<file path="config.mk">
export PLATFORM = sky130hd
export DESIGN_NAME = if_stage
export DESIGN_NICKNAME = d
export VERILOG_FILES = /design/src/rtl/if_stage_pkg.sv /design/src/rtl/if_stage_br_target_calc.sv /design/src/rtl/if_stage.sv
export SDC_FILE = /design/constraint.sdc
export NUM_CORES = 1
export LEC_CHECK = 0
export ABC_AREA = 0
export CORE_MARGIN = 3
export CORE_UTILIZATION = 50
export DETAILED_ROUTE_END_ITERATION = 10
export PLACE_DENSITY = 0.76
export SYNTH_ARGS = -nofsm -noshare
export SYNTH_HDL_FRONTEND = slang
export SYNTH_SLANG_ARGS = --single-unit
</file>
<file path="constraint.sdc">
create_clock -name clk -period 3.45 [get_ports clk]
set_input_delay 0.69 -clock clk [delete_from_list [all_inputs] [get_ports clk]]
set_output_delay 0.69 -clock clk [all_outputs]
set_load 0.01 [all_outputs]
</file>
<file path="src/rtl/if_stage_pkg.sv">
// Shared fetch-stage definitions: bubble encoding, instruction width, fetch FSM states.
// States are encoded directly as {rsp_v_q, skid_v_q}.
package if_stage_pkg;

  localparam int INST_W = 32;

  localparam logic [INST_W-1:0] NOP_ENC = 32'h0000_0000;

  typedef enum logic [1:0] {
    S_FILL = 2'b00,
    S_RUN  = 2'b10,
    S_HOLD = 2'b01
  } state_t;

endpackage

</file>
<file path="src/rtl/if_stage_br_target_calc.sv">
// Branch target: PC+4 of the branch plus a signed word offset.
// Pure combinational; wraps modulo 2^32.
module br_target_calc (
  input  logic [31:0] pc4,
  input  logic [15:0] imm16,
  output logic [31:0] target
);

  assign target = pc4 + {{14{imm16[15]}}, imm16, 2'b00};

endmodule

</file>
<file path="src/rtl/if_stage.sv">
// Instruction fetch: PC, ROM request, 1-entry skid buffer and IF/ID register.
// Optional perf counters when IF_PERF_CNT_EN is defined.
module if_stage
  import if_stage_pkg::*;
#(
  parameter logic [31:0] RESET_PC = 32'h0000_0000,
  parameter int          IMEM_AW  = 10,
  parameter logic [31:0] NOP_INST = NOP_ENC
) (
  input  logic               clk,
  input  logic               rst_n,
  input  logic               stall_i,
  input  logic               redirect_i,
  input  logic [31:0]        br_pc4_i,
  input  logic [15:0]        br_imm16_i,
  output logic               imem_req_o,
  output logic [IMEM_AW-1:0] imem_addr_o,
  input  logic [31:0]        imem_rdata_i,
  output logic [31:0]        inst_o,
  output logic [31:0]        pc4_o,
  output logic               valid_o
`ifdef IF_PERF_CNT_EN
  ,
  output logic [31:0]        fetch_cnt_o,
  output logic [31:0]        stall_cnt_o,
  output logic [31:0]        flush_cnt_o
`endif
);

  logic        rsp_v_q;
  logic        skid_v_q;
  logic [31:0] pc_q;
  logic [31:0] rsp_pc_q;
  logic [31:0] skid_inst_q;
  logic [31:0] skid_pc4_q;
  logic [31:0] target;
  state_t      state;

  assign state       = state_t'({rsp_v_q, skid_v_q});
  assign imem_req_o  = rst_n & (~stall_i | redirect_i);
  assign imem_addr_o = pc_q[IMEM_AW+1:2];

  br_target_calc u_br_target_calc (
    .pc4    (br_pc4_i),
    .imm16  (br_imm16_i),
    .target (target)
  );

  always_ff @(negedge clk) begin
    if (!rst_n) begin
      pc_q        <= RESET_PC;
      rsp_pc_q    <= '0;
      rsp_v_q     <= 1'b0;
      skid_v_q    <= 1'b0;
      skid_inst_q <= '0;
      skid_pc4_q  <= '0;
      inst_o      <= NOP_INST;
      pc4_o       <= '0;
      valid_o     <= 1'b0;
    end else if (redirect_i) begin
      // In-flight response belongs to the wrong path
      pc_q     <= target;
      rsp_v_q  <= 1'b0;
      skid_v_q <= 1'b0;
      inst_o   <= NOP_INST;
      pc4_o    <= '0;
      valid_o  <= 1'b0;
    end else if (stall_i) begin
      if (state == S_RUN) begin
        skid_inst_q <= imem_rdata_i;
        skid_pc4_q  <= rsp_pc_q + 32'd4;
        skid_v_q    <= 1'b1;
        rsp_v_q     <= 1'b0;
      end
    end else begin
      case (state)
        S_HOLD: begin
          inst_o  <= skid_inst_q;
          pc4_o   <= skid_pc4_q;
          valid_o <= 1'b1;
        end
        S_RUN: begin
          inst_o  <= imem_rdata_i;
          pc4_o   <= rsp_pc_q + 32'd4;
          valid_o <= 1'b1;
        end
        default: begin
          inst_o  <= NOP_INST;
          pc4_o   <= '0;
          valid_o <= 1'b0;
        end
      endcase
      skid_v_q <= 1'b0;
      rsp_v_q  <= 1'b1;
      rsp_pc_q <= pc_q;
      pc_q     <= pc_q + 32'd4;
    end
  end

  a_no_illegal_state: assert property (
    @(negedge clk) !(rsp_v_q && skid_v_q)
  );

`ifdef IF_PERF_CNT_EN
  always_ff @(negedge clk) begin
    if (!rst_n) begin
      fetch_cnt_o <= '0;
      stall_cnt_o <= '0;
      flush_cnt_o <= '0;
    end else begin
      if (redirect_i)
        flush_cnt_o <= flush_cnt_o + 32'd1;
      if (stall_i && !redirect_i)
        stall_cnt_o <= stall_cnt_o + 32'd1;
      if (!stall_i && !redirect_i && state != S_FILL)
        fetch_cnt_o <= fetch_cnt_o + 32'd1;
    end
  end
`endif

endmodule
</file>
### Word-level counts from Yosys, hierarchy flattened

Index checks and enable logic that the tools add are counted.

| storage, ports and cells | value |
|---|---|
| flip-flop bits (word level) | 195 |
| bits in latches | 0 |
| memory bits (writable) | 0 |
| ROM bits | 0 |
| input port bits | 84 |
| output and inout bits | 76 |
| memories | 0 |

| operators by class | value |
|---|---|
| $add $sub $neg | 3 |
| multiply operators | 0 |
| divide/modulo/power cells | 0 |
| magnitude comparators | 0 |
| eq/ne operators | 4 |
| shift-type cells | 0 |
| muxes and demuxes | 7 |
| bitwise gates (word level) | 5 |
| reductions and logical operators | 5 |

Operators by type and width:

| kind | count |
|---|---|
| $pmux W32 S2 | 2 |
| $add A32 B3 Y32 const B | 2 |
| $mux W32 | 2 |
| $add A32 B32 Y32 | 1 |
| $ne A2 B1 Y1 const B | 2 |
| $reduce_or A2 Y1 | 2 |
| $mux W1 | 3 |
| $not A1 Y1 | 3 |
| $reduce_and A3 Y1 | 1 |
| $reduce_or A3 Y1 | 1 |
| $eq A2 B1 Y1 const B | 1 |
| $eq A2 B2 Y1 const B | 1 |
| $reduce_and A2 Y1 | 1 |
| $and A1 B1 Y1 | 1 |
| $or A1 B1 Y1 | 1 |

### Longest topological paths before layout

Gate-level depths: netlist (run 1).

| depth | value |
|---|---|
| depth after elaboration | 3 |
| depth in mapped cells | 9 |

### Cells and area by module

From an unflattened synthesis (run 1), not the netlist that was laid out.

| second synthesis, totals | value |
|---|---|
| cell total of the unflattened synthesis | 1,208 |
| area, all modules | 10,094.7 µm² |

By module, submodules not included:

| module | instances | cells an instance | area an instance (µm²) | sequential area each (µm²) |
|---|---|---|---|---|
| if_stage | 1 | 971 | 8,330.5 | 3,903.7 |
| br_target_calc | 1 | 237 | 1,764.2 | 0.0 |

==> metrics.yaml, run 1 <==
ant_nets: 0
timing.critical_path.slowest_stage_cell: "sky130_fd_sc_hd__fa_2"
number_of_buffers_inserted_by_port_buffering: 159
drt_first_pass_iters: 5
grt-busiest-layer: "met2"
gr-usage-met2: 0.455
core_area_sq_mm: 0.0188
cts_buffer_depth: 2
start_util: 0.512
commonest_non_fill_non_tap_cell_in_the_layout: "sky130_fd_sc_hd__nand2_1"
drive_gt1_frac: 0.256
hold_ws_ns: 0.438
power.leakage_nw: 6.30
clock_tree_root_buffer_cell: "sky130_fd_sc_hd__clkbuf_16"
crit_arrival_ns: 2.76
grt_first_pass_wirelength_mm: 46.9
setup_viol: 26
cap_violations: 0
detail_route.iter0.violations: 648
antenna_violations_before_repair: 2
grt_overflow_total: 0
fp.dieW_um: 145
route.detailed.wl_per_inst_um: 15.6
via_count: 10400
post_drt_via_cell_ratio: 5.57
worst_path_largest_cell_delay_ns: 0.41
multi_input_comb_area_sq_mm: 0.00599
tritoncts: "done"
power.ir.vdd_worst_uv: 263
worst_hold_path_type: "register to register"
die-area_sq_mm: 0.0209
worst-setup-path-type: "input pin to register"
critical_path_required_ns: 2.09
rsz0062_at_grt: "yes"
report.final.slew_viol_count: 0
timing.final.ws_setup_ns: -0.662
synth.yosys.seq_area_share: 0.407
first_global_vias: 10700
crit_path_cell_trace: "buf_8, ha_4, fa_2, a211oi_2, o211ai_2, a31o_4, o21ai_4, a21oi_2, o21a_1, o32ai_1"
failed_checks: "setup timing"
power.density_mw_per_mm2: 448
n_fill_cell: 1321
clock_tree.htree_level_count: 4
global_route_met1_utilization: 0.318
dp_hpwl_mm: 18.7
grt_use_total: 0.273
crit_path_end_kind: "register"
cp_max_fo: 5
worst_setup_path_start_kind: "input pin"
final.setup.tns_ns: -10.73
insertion_delay_of_the_later_clocked_pin_in_the_worst_skew_pair_ns: 0.49
finalNetCount: 1744
drc: 0
cts_hold_repair.buffers: 0
synth_area_sq_mm: 0.00960
synthesized_nets: 1307
synth_edf_count: 0
use_met3: 0.0833
grt_max_degree: 51
routed_wirelength_mm: 29.2
io_pins: 160
numCtsBuffers: 17
yosys_register_bits: 195
place_congestion: 0.880
ys_async_sr_fraction: 0
worst-slew-pin-transition_ns: 0.664
cts.clk_slew.worst_paths_ns: 0.03
synth_top_flop_cell: "sky130_fd_sc_hd__dfxtp_1"
status: "finished, violations left"
final.setup_skew_ns: 0.0302
timing.slew.headroom: 0.558
synthToLayoutAreaGrowth_pct: 47.8
rows: 50
mapped_avg_cell_area_sq_um: 8.08
final-hold-violation-count: 0
synth_cell_types: 69
synthesis.instances: 1189
total_number_of_clock_tree_sinks: 195
final_cell_mix: "sky130_fd_sc_hd__nand2_1 (225), sky130_fd_sc_hd__inv_1 (208), sky130_fd_sc_hd__dfxtp_1 (190), sky130_fd_sc_hd__buf_4 (134), sky130_fd_sc_hd__a21oi_1 (98)"
flip_flop_and_latch_area_sq_mm: 0.00391
die_h_um: 145
yosysWarningCount: 0
state kept, by name, summed over array words and instances (netlist names):
| name | count |
|---|---|
| rsp_v_q | 1 |
| skid_inst_q | 32 |
| skid_v_q | 1 |
| pc4_o | 32 |
| pc_q | 32 |
| rsp_pc_q | 32 |
| skid_pc4_q | 32 |
| inst_o | 32 |
| valid_o | 1 |
logic make-up (layout without fill, tap and decap cells):
group                      after synthesis  count (layout)  share of synthesized area
xor gates and xnor gates                76              76                     0.0693
other                                    0               1                          0
AOI/OAI and AO/OA                      367             367                      0.236
muxes                                    5               5                    0.00534
and+or+nand+nor                        402             402                      0.188
DFF                                    195             195                      0.407
adders and majority gates               34              34                     0.0451
buffers and inverters                  110             560                     0.0494
power breakdown:
part | internal (W) | total [W] | switching (W) | leakage, nW
registers | 0.00234 | 0.00240 | 0.0000647 | 1.58
logic | 0.000535 | 0.00106 | 0.000527 | 3.38
clock network | 0.00128 | 0.00289 | 0.00161 | 1.33
total | 0.00415 | 0.00636 | 0.00220 | 6.30
path summary, 6_finish.rpt:
check                                 from                      to  slack [ns]  cells past startpoint
setup / recovery             br_imm16_i[0]   pc_q[24]$_SDFFE_NN0N_       -0.66                     10
hold / removal      pc4_o[12]$_SDFFE_NP0N_  pc4_o[12]$_SDFFE_NP0N_        0.44                      2
setup reg to reg  rsp_pc_q[2]$_SDFFE_NN0P_  pc4_o[14]$_SDFFE_NP0N_        0.99                      7
hold reg to reg     pc4_o[12]$_SDFFE_NP0N_  pc4_o[12]$_SDFFE_NP0N_        0.44                      2
worst max-delay path, delay by kind of cell:
kind                     cells  cell delay (ns)
adder cells (fa/ha/maj)      2             0.57
buffers and inverters        1             0.10
AO/OA/AOI/OAI                7             1.41
metal layers:
metal / wire, um / vias to the layer above
met3: 1430 / 77
li1: - / 5060
met1: 12200 / 4959
met2: 14800 / 345
met4: 819 / 2
met5: 16 / -
metrics by stage:
stage / cells / power, W / utilization / setup WS [ns] / area (sq um)
2_1_floorplan: 1189 / 0.00328 / - / -0.789 / 10100
5_1_grt: 1874 / 0.00680 / 0.756 / -0.691 / 14200
3_5_place_dp: 1622 / 0.00367 / 0.666 / -1.43 / 12500
3_3_place_gp: 1622 / 0.00365 / 0.666 / -1.39 / 12500
6_report: 1874 / 0.00636 / 0.756 / -0.662 / 14200
4_1_cts: 1873 / 0.00632 / 0.758 / -0.591 / 14200
cell usage after synthesis (all sizes together), types with 2 or more instances:
cell	instances	area, sq um
nand2	226	848
a21boi	2	15.0
o21bai	2	15.0
a221o	2	20.0
and4	8	70.1
xor2	29	254
nor2	70	273
o211ai	3	27.5
nand3	31	155
a21o	18	135
buf	31	178
a22oi	57	428
nor3	5	30.0
a211oi	28	215
a22o	6	52.6
inv	14	52.6
a211o	2	17.5
nand2b	4	25.0
or3	3	18.8
or2	5	31.3
xnor2	47	412
a21oi	123	623
clkbuf	65	244
and3	15	98.8
nand4	23	150
mux2i	4	40.0
dfxtp	195	3900
o22ai	5	31.3
a31oi	3	18.8
o21a	2	15.0
o31a	2	17.5
nor2b	3	26.3
o22a	2	17.5
o31ai	2	15.0
ha	33	413
a31o	2	17.5
and2	6	37.5
o21ai	96	492
layout make-up:
| cell class | instances | area share |
|---|---|---|
| clock inverter | 210 | 0.0638 |
| antenna | 1 | 0.000176 |
| multi-input combinational | 884 | 0.422 |
| tap | 234 | 0.0206 |
| clock buffer | 17 | 0.0300 |
| timing repair buffer | 320 | 0.184 |
| inverter | 13 | 0.00353 |
| sequential | 195 | 0.275 |
repair_timing:
item | CTS | global route
cloned | 1 | 0
setup endpoints to repair | 236 | 87
pin swaps | 70 | 57
resized for setup | 351 | 116
buffers inserted | 24 | 10
(Power assumes the default switching activity.)
==> inputs of run 2 (changes only) <==
--- a/config.mk
+++ b/config.mk
@@ -6,10 +6,12 @@
 export NUM_CORES = 1
 export LEC_CHECK = 0
 export ABC_AREA = 0
+export CORE_ASPECT_RATIO = 1.5
 export CORE_MARGIN = 3
-export CORE_UTILIZATION = 50
+export CORE_UTILIZATION = 49
 export DETAILED_ROUTE_END_ITERATION = 10
-export PLACE_DENSITY = 0.76
+export PLACE_DENSITY = 0.77
+export RECOVER_POWER = 100
 export SYNTH_ARGS = -nofsm -noshare
 export SYNTH_HDL_FRONTEND = slang
 export SYNTH_SLANG_ARGS = --single-unit
==> constraint.sdc (replaced) <==
create_clock -name clk -period 3.55 [get_ports clk]
set_input_delay 0.71 -clock clk [delete_from_list [all_inputs] [get_ports clk]]
set_output_delay 0.71 -clock clk [all_outputs]
set_load 0.01 [all_outputs]
==> run 2 against run 1 <==
The run still ends with setup timing left; wire length is 0.64% higher; via count fell by 0.30%; sequential cell count stayed put; count of clock-buffer cells in the layout did not move; non-clock buffer count fell by 9; power decreased by 3.0%; sequential share of layout area increased by 0.39 points; final area fell by 1.3%; setup slack better by 0.054 ns; clock power fell by 2%; critical path depth fell by 1.
==> metrics.yaml, run 2 (synthesis gave the netlist of run 1 again) <==
ant_nets: 0  # unchanged
post_drt_via_cell_ratio: 5.52  # was 5.57
numCtsBuffers: 17  # unchanged
grt_first_pass_wirelength_mm: 46.4  # was 46.9 mm
antenna_violations_before_repair: 0  # was 2
clock_tree_root_buffer_cell: "sky130_fd_sc_hd__clkbuf_16"  # unchanged
worst_path_largest_cell_delay_ns: 0.38  # was 0.41 ns
worst_setup_path_start_kind: "input pin"  # unchanged
cts_hold_repair.buffers: 0  # unchanged
status: "finished, violations left"  # unchanged
timing.final.ws_setup_ns: -0.608  # was -0.662 ns
route.detailed.wl_per_inst_um: 15.6  # about the same
clock_tree.htree_level_count: 4  # unchanged
total_number_of_clock_tree_sinks: 195  # unchanged
commonest_non_fill_non_tap_cell_in_the_layout: "sky130_fd_sc_hd__nand2_1"  # unchanged
number_of_logic_stages_on_the_critical_path_including_buffering: 9  # was 10
regToRegStartpoint: "rsp_pc_q[2]$_SDFFE_NN0P_"  # unchanged
detail_route.iter0.violations: 689  # was 648
grt_max_degree: 60  # was 51
synthToLayoutAreaGrowth_pct: 46.0  # was 47.8%
die-area_sq_mm: 0.0213  # was 0.0209 sq mm
placed_area_sq_mm: 0.0125  # about the same
worst-slew-pin-transition_ns: 0.998  # was 0.664 ns
power.ir.vdd_worst_uv: 405  # was 263 uV
drc: 0  # unchanged
crit_arrival_ns: 2.72  # was 2.76 ns
die_h_um: 177  # was 145 um
drive_gt1_frac: 0.209  # was 0.256
critical_path_required_ns: 2.11  # was 2.09 ns
number_of_buffers_inserted_by_port_buffering: 159  # unchanged
rows: 62  # was 50
start_util: 0.499  # was 0.512
crit_path_end_kind: "register"  # unchanged
cp_max_fo: 5  # unchanged
drt_first_pass_iters: 5  # unchanged
routed_wirelength_mm: 29.4  # was 29.2 mm
final-hold-violation-count: 0  # unchanged
power.leakage_nw: 5.97  # was 6.30 nW
worstSetupStartpoint: "br_pc4_i[13]"  # was br_imm16_i[0]
design_area_sq_mm: 0.0140  # was 0.0142 sq mm
finalNetCount: 1735  # was 1744
power.density_mw_per_mm2: 440  # was 448 mW/mm^2
rsz0062_at_grt: "yes"  # unchanged
grt_use_total: 0.260  # was 0.273
cap_violations: 0  # unchanged
cts_buffer_depth: 2  # unchanged
worst_hold_path_type: "register to register"  # unchanged
crit_path_max_delay_family: "compound AO/OA/AOI/OAI gates"  # unchanged
tritoncts: "done"  # unchanged
report.final.slew_viol_count: 0  # unchanged
final_cell_mix: "sky130_fd_sc_hd__nand2_1 (225), sky130_fd_sc_hd__inv_1 (207), sky130_fd_sc_hd__dfxtp_1 (186), sky130_fd_sc_hd__buf_4 (121), sky130_fd_sc_hd__a21oi_1 (105)"  # was sky130_fd_sc_hd__nand2_1 (225), sky130_fd_sc_hd__inv_1 (208), sky130_fd_sc_hd__dfxtp_1 (190), sky130_fd_sc_hd__buf_4 (134), sky130_fd_sc_hd__a21oi_1 (98)
timing.critical_path.slowest_stage_cell: "sky130_fd_sc_hd__a221o_1"  # was sky130_fd_sc_hd__fa_2
grt_overflow_total: 0  # unchanged
r2r_slack_ns: 1.25  # was 0.99 ns
fp.dieW_um: 120  # was 145 um
worstSetupEndpoint: "pc_q[24]$_SDFFE_NN0N_"  # unchanged
worst-setup-path-type: "input pin to register"  # unchanged
final.setup.tns_ns: -18.79  # was -10.73 ns
first_global_vias: 10700  # about the same
place_congestion: 0.885  # was 0.880
via_count: 10400  # about the same
insertion_delay_of_the_later_clocked_pin_in_the_worst_skew_pair_ns: 0.47  # was 0.49 ns
setup_viol: 110  # was 26
final.setup_skew_ns: 0.0238  # was 0.0302 ns
failed_checks: "setup timing"  # unchanged
dp_hpwl_mm: 18.4  # was 18.7 mm
core_area_sq_mm: 0.0192  # was 0.0188 sq mm
cp_num_buf_inv: 1  # unchanged
crit_path_cell_trace: "dlygate4sd2_1, ha_4, a21o_1, a221o_1, a31o_4, o21ai_4, a21oi_2, nor3_1, o32ai_2"  # was buf_8, ha_4, fa_2, a211oi_2, o211ai_2, a31o_4, o21ai_4, a21oi_2, o21a_1, o32ai_1
insertedDiodeCount: 0  # was 1
io_pins: 160  # unchanged
rr_endpoint: "pc4_o[14]$_SDFFE_NP0N_"  # unchanged
cts.clk_slew.worst_paths_ns: 0.04  # was 0.03 ns
rr_worst_depth: 7  # unchanged
timing.slew.headroom: 0.334  # was 0.558
-- run 2: changes by cell type in the layout (fill, tap and decap cells not counted), moves of 8 or more --
cell	before	now
sky130_fd_sc_hd__clkbuf_1	0	53
sky130_fd_sc_hd__o21ai_1	30	38
sky130_fd_sc_hd__a21oi_2	23	15
sky130_fd_sc_hd__clkdlybuf4s15_1	10	20
sky130_fd_sc_hd__buf_4	134	121
sky130_fd_sc_hd__buf_2	57	9
-- run 2: how the worst min path moves through the flow --
| stage | from | end | cells after the start |
|---|---|---|---|
| 2_1_floorplan | pc_q[0]$_SDFFE_NN0P_ | rsp_pc_q[0]$_SDFFE_NN0P_ | 2 |
| 3_3_place_gp | pc4_o[12]$_SDFFE_NP0N_ | pc4_o[12]$_SDFFE_NP0N_ | 2 |
| 3_5_place_dp | inst_o[4]$_SDFFE_NP0N_ | inst_o[4]$_SDFFE_NP0N_ | 2 |
| 4_1_cts | inst_o[4]$_SDFFE_NP0N_ | inst_o[4]$_SDFFE_NP0N_ | 2 |
| 5_1_grt | pc4_o[12]$_SDFFE_NP0N_ | pc4_o[12]$_SDFFE_NP0N_ | 2 |
| 6_report | inst_o[4]$_SDFFE_NP0N_ | inst_o[4]$_SDFFE_NP0N_ | 2 |
-- run 2: what timing repair did --
item                       CTS  global route
setup endpoints to repair  233           107
gates resized for setup    281           149
gates cloned                 1             0
buffers inserted            13             8
pin swaps                   60            48
-- run 2: stage by stage --
| stage | cells | hold WS, ns | setup WS, ns | utilization | total power (W) |
|---|---|---|---|---|---|
| after floorplan | 1189 | 0.431 | -0.759 | - | 0.00318 |
| after global placement | 1640 | 0.431 | -1.39 | 0.647 | 0.00353 |
| after detailed placement | 1640 | 0.442 | -1.43 | 0.647 | 0.00355 |
| after CTS | 1879 | 0.445 | -0.544 | 0.738 | 0.00614 |
| after global routing | 1886 | 0.464 | -0.638 | 0.729 | 0.00656 |
| final | 1886 | 0.442 | -0.608 | 0.729 | 0.00617 |
-- run 2: area by class of cell --
class / instances / area (sq um)
fillers: 1433 / 5220
inverters: 13 / 50.0
clock inverters: 210 / 906
repair buffers: 311 / 2450
well taps: 256 / 320
multi-input cells: 884 / 5950
clock buffers: 17 / 425
flip-flops and latches: 195 / 3920
-- run 2: routing by layer --
layer  part of all wire  GRT usage  vias to the layer above
met4              0.032      0.134                        0
met1               0.37      0.248                     4957
met5                  0          0                        -
met3              0.045     0.0670                       79
met2               0.55      0.504                      353
li1                   -          -                     5023
-- run 2: power by group --
group	leakage, nW	internal, W	total, W	switching, W
Sequential	1.59	0.00227	0.00233	0.0000579
Combinational	3.05	0.000512	0.00101	0.000499
Clock	1.33	0.00125	0.00283	0.00158
-- run 2: worst reg2reg max path, cell delays in order (launching register included) --
cell	delay (ns)
sky130_fd_sc_hd__dfxtp_1	0.43
sky130_fd_sc_hd__ha_1	0.25
sky130_fd_sc_hd__nand4_1	0.17
sky130_fd_sc_hd__nor2_1	0.54
sky130_fd_sc_hd__nand4_1	0.19
sky130_fd_sc_hd__xor2_1	0.27
sky130_fd_sc_hd__o21ai_0	0.13
sky130_fd_sc_hd__a22o_1	0.20
==> inputs of run 3 (changes only) <==
--- a/config.mk
+++ b/config.mk
@@ -5,7 +5,6 @@
 export SDC_FILE = /design/constraint.sdc
 export NUM_CORES = 1
 export LEC_CHECK = 0
-export ABC_AREA = 0
 export CORE_ASPECT_RATIO = 1.5
 export CORE_MARGIN = 3
 export CORE_UTILIZATION = 49
@@ -15,3 +14,4 @@
 export SYNTH_ARGS = -nofsm -noshare
 export SYNTH_HDL_FRONTEND = slang
 export SYNTH_SLANG_ARGS = --single-unit
+export TNS_END_PERCENT = 100
==> constraint.sdc (replaced) <==
create_clock -name clk -period 3.55 [get_ports clk]
set_input_delay 0.8875 -clock clk [delete_from_list [all_inputs] [get_ports clk]]
set_output_delay 0.8875 -clock clk [all_outputs]
set_load 0.01 [all_outputs]
==> run 3 against run 2 <==
The flow still finishes with violations (setup timing); combinational power about the same; clock power increased by 5%; wire length increased by 4.1%.
==> metrics.yaml, run 3 (synthesis gave the netlist of run 1 again) <==
status: "finished, violations left"  # unchanged
failed_checks: "setup timing"  # unchanged
ant_nets: 0  # unchanged
crit_path_cell_trace: "buf_6, ha_4, fa_2, a211oi_2, o211ai_2, a31o_4, a41o_1, o2111ai_2, or3_1, nand3_1"  # was dlygate4sd2_1, ha_4, a21o_1, a221o_1, a31o_4, o21ai_4, a21oi_2, nor3_1, o32ai_2
preCtsSetupSlack_ns: -1.60  # was -1.43 ns
cap_violations: 0  # unchanged
placed_area_sq_mm: 0.0126  # was 0.0125 sq mm
power.ir.vdd_worst_uv: 386  # was 405 uV
hold_ws_ns: 0.449  # was 0.442 ns
commonest_non_fill_non_tap_cell_in_the_layout: "sky130_fd_sc_hd__nand2_1"  # unchanged
timing.final.ws_setup_ns: -0.721  # was -0.608 ns
launch_instance_of_the_worst_min_delay_path: "inst_o[23]$_SDFFE_NP0N_"  # was inst_o[4]$_SDFFE_NP0N_
grt_use_total: 0.273  # was 0.260
crit_path_end_kind: "register"  # unchanged
comb_power_share: 0.160  # was 0.164
placedCellCount: 1645  # was 1640
cts.clk_slew.worst_paths_ns: 0.03  # was 0.04 ns
die-area_sq_mm: 0.0213  # unchanged
rows: 62  # unchanged
finalNetCount: 1760  # was 1735
final-instance-count-excl-fill: 1911  # was 1886
rsz0062_at_grt: "yes"  # unchanged
worst_setup_path_start_kind: "input pin"  # unchanged
route.detailed.wl_per_inst_um: 16.0  # was 15.6 um
min_to: "inst_o[23]$_SDFFE_NP0N_"  # was inst_o[4]$_SDFFE_NP0N_
total_number_of_clock_tree_sinks: 195  # unchanged
grt_overflow_total: 0  # unchanged
final.setup_skew_ns: 0.0363  # was 0.0238 ns
via_count: 10600  # was 10400
rr_endpoint: "pc4_o[14]$_SDFFE_NP0N_"  # unchanged
hold_depth: 2  # unchanged
grt_first_pass_wirelength_mm: 48.4  # was 46.4 mm
place_congestion: 0.842  # was 0.885
crit_path_max_delay_family: "compound AO/OA/AOI/OAI gates"  # unchanged
cts_buffer_depth: 2  # unchanged
drt_first_pass_iters: 5  # unchanged
cp_max_fo: 3  # was 5
regToRegStartpoint: "rsp_pc_q[2]$_SDFFE_NN0P_"  # unchanged
n_fill_cell: 1234  # was 1433
drive_gt1_frac: 0.308  # was 0.209
r2r_slack_ns: 1.26  # was 1.25 ns
io_pins: 160  # unchanged
p_sw_frac: 0.354  # was 0.346
power.leakage_nw: 6.44  # was 5.97 nW
total_switching_power_w: 0.00223  # was 0.00214 W
post_drt_via_cell_ratio: 5.56  # was 5.52
number_of_buffers_inserted_by_port_buffering: 159  # unchanged
worst-slew-pin-transition_ns: 1.02  # was 0.998 ns
rr_worst_depth: 7  # unchanged
first_global_vias: 11000  # was 10700
clock_tree_root_buffer_cell: "sky130_fd_sc_hd__clkbuf_16"  # unchanged
core_area_sq_mm: 0.0192  # unchanged
final-hold-violation-count: 0  # unchanged
critical_path_required_ns: 2.12  # was 2.11 ns
report.final.slew_viol_count: 0  # unchanged
final_cell_mix: "sky130_fd_sc_hd__nand2_1 (225), sky130_fd_sc_hd__inv_1 (207), sky130_fd_sc_hd__buf_4 (147), sky130_fd_sc_hd__dfxtp_1 (120), sky130_fd_sc_hd__a21oi_1 (96)"  # was sky130_fd_sc_hd__nand2_1 (225), sky130_fd_sc_hd__inv_1 (207), sky130_fd_sc_hd__dfxtp_1 (186), sky130_fd_sc_hd__buf_4 (121), sky130_fd_sc_hd__a21oi_1 (105)
worst-setup-path-type: "input pin to register"  # unchanged
power.density_mw_per_mm2: 424  # was 440 mW/mm^2
final.setup.tns_ns: -14.24  # was -18.79 ns
numCtsBuffers: 17  # unchanged
timing.slew.headroom: 0.319  # was 0.334
worst_hold_path_type: "register to register"  # unchanged
routed_wirelength_mm: 30.6  # was 29.4 mm
insertedDiodeCount: 0  # unchanged
die_h_um: 177  # unchanged
tritoncts: "done"  # unchanged
cp_num_buf_inv: 1  # unchanged
antenna_violations_before_repair: 0  # unchanged
design_area_sq_mm: 0.0149  # was 0.0140 sq mm
timing.critical_path.slowest_stage_cell: "sky130_fd_sc_hd__fa_2"  # was sky130_fd_sc_hd__a221o_1
detail_route.iter0.violations: 870  # was 689
p_seq_frac: 0.369  # was 0.378
crit_arrival_ns: 2.85  # was 2.72 ns
start_util: 0.499  # unchanged
setup_viol: 122  # was 110
drc: 0  # unchanged
dp_hpwl_mm: 18.4  # about the same
internal_power_w: 0.00408  # was 0.00403 W
clock_tree.htree_level_count: 4  # unchanged
power.clock.fraction: 0.470  # was 0.458
fp.dieW_um: 120  # unchanged
worst_path_largest_cell_delay_ns: 0.35  # was 0.38 ns
insertion_delay_of_the_later_clocked_pin_in_the_worst_skew_pair_ns: 0.49  # was 0.47 ns
synthToLayoutAreaGrowth_pct: 54.8  # was 46.0%
grt_max_degree: 49  # was 60
-- run 3: cell types whose count changed in the layout (fill, tap and decap cells not counted), moves of 32 or more --
cell	previous run	this run
sky130_fd_sc_hd__buf_6	15	92
sky130_fd_sc_hd__o21ai_0	51	19
sky130_fd_sc_hd__dfxtp_2	9	74
sky130_fd_sc_hd__clkbuf_1	53	0
sky130_fd_sc_hd__dfxtp_1	186	120
-- run 3: area by class of cell --
type | instances | area (sq um) | share of cell area
multi-input combinational | 884 | 5930 | 0.399
sequential | 195 | 4000 | 0.269
clock buffer | 17 | 425 | 0.0286
timing repair buffer | 336 | 3200 | 0.215
clock inverter | 210 | 946 | 0.0636
tap | 256 | 320 | 0.0215
inverter | 13 | 50.0 | 0.00337
-- run 3: metrics by stage --
stage | power [W] | utilization
after floorplan | 0.00320 | -
after global placement | 0.00355 | 0.657
after global routing | 0.00668 | 0.773
final | 0.00631 | 0.773
after detailed placement | 0.00356 | 0.657
after CTS | 0.00627 | 0.766
-- run 3: worst reg2reg max path, stage by stage, from the launching register on --
cell and delay [ns]:
sky130_fd_sc_hd__dfxtp_1 0.43, sky130_fd_sc_hd__ha_1 0.26, sky130_fd_sc_hd__nand4_1 0.20, sky130_fd_sc_hd__nor2_1 0.53, sky130_fd_sc_hd__nand4_1 0.18, sky130_fd_sc_hd__xor2_1 0.25, sky130_fd_sc_hd__o21ai_0 0.12, sky130_fd_sc_hd__a22o_1 0.19
-- run 3: power groups by stage --
stage	Clock [W]	Combinational, W	Sequential (W)
after floorplan	0.000333	0.000510	0.00235
after global placement	0.000333	0.000858	0.00235
after detailed placement	0.000333	0.000872	0.00236
final	0.00297	0.00101	0.00233
after CTS	0.00298	0.000958	0.00233
after global routing	0.00325	0.00110	0.00233
-- run 3: repair_timing --
| action | CTS | global route |
|---|---|---|
| endpoints found under the setup margin | 269 | 141 |
| pin swaps | 59 | 26 |
| cloned | 2 | 0 |
| hold buffers | 0 | 0 |
| gates resized for setup | 596 | 36 |
| setup buffers | 24 | 15 |
-- run 3: metal layers --
| layer | global-route usage | vias to the layer above | wire (um) |
|---|---|---|---|
| met3 | 0.0711 | 110 | 1720 |
| met4 | 0.152 | 0 | 1160 |
| met2 | 0.526 | 447 | 16800 |
| li1 | - | 5087 | - |
| met5 | 0 | - | 0 |
| met1 | 0.258 | 4974 | 10900 |
-- run 3: worst max path at each step --
stage	startpoint	to	slack, ns	depth (start not counted)
floorplan	br_pc4_i[2]	pc_q[26]$_SDFFE_NN0N_	-0.94	9
CTS	br_imm16_i[0]	pc_q[24]$_SDFFE_NN0N_	-0.75	10
finish	br_imm16_i[0]	pc_q[28]$_SDFFE_NN0N_	-0.72	10
detailed placement	br_imm16_i[0]	pc_q[28]$_SDFFE_NN0N_	-1.60	10
global route	br_imm16_i[0]	pc_q[20]$_SDFFE_NN0N_	-0.78	11
global placement	br_pc4_i[2]	pc_q[28]$_SDFFE_NN0N_	-1.56	10
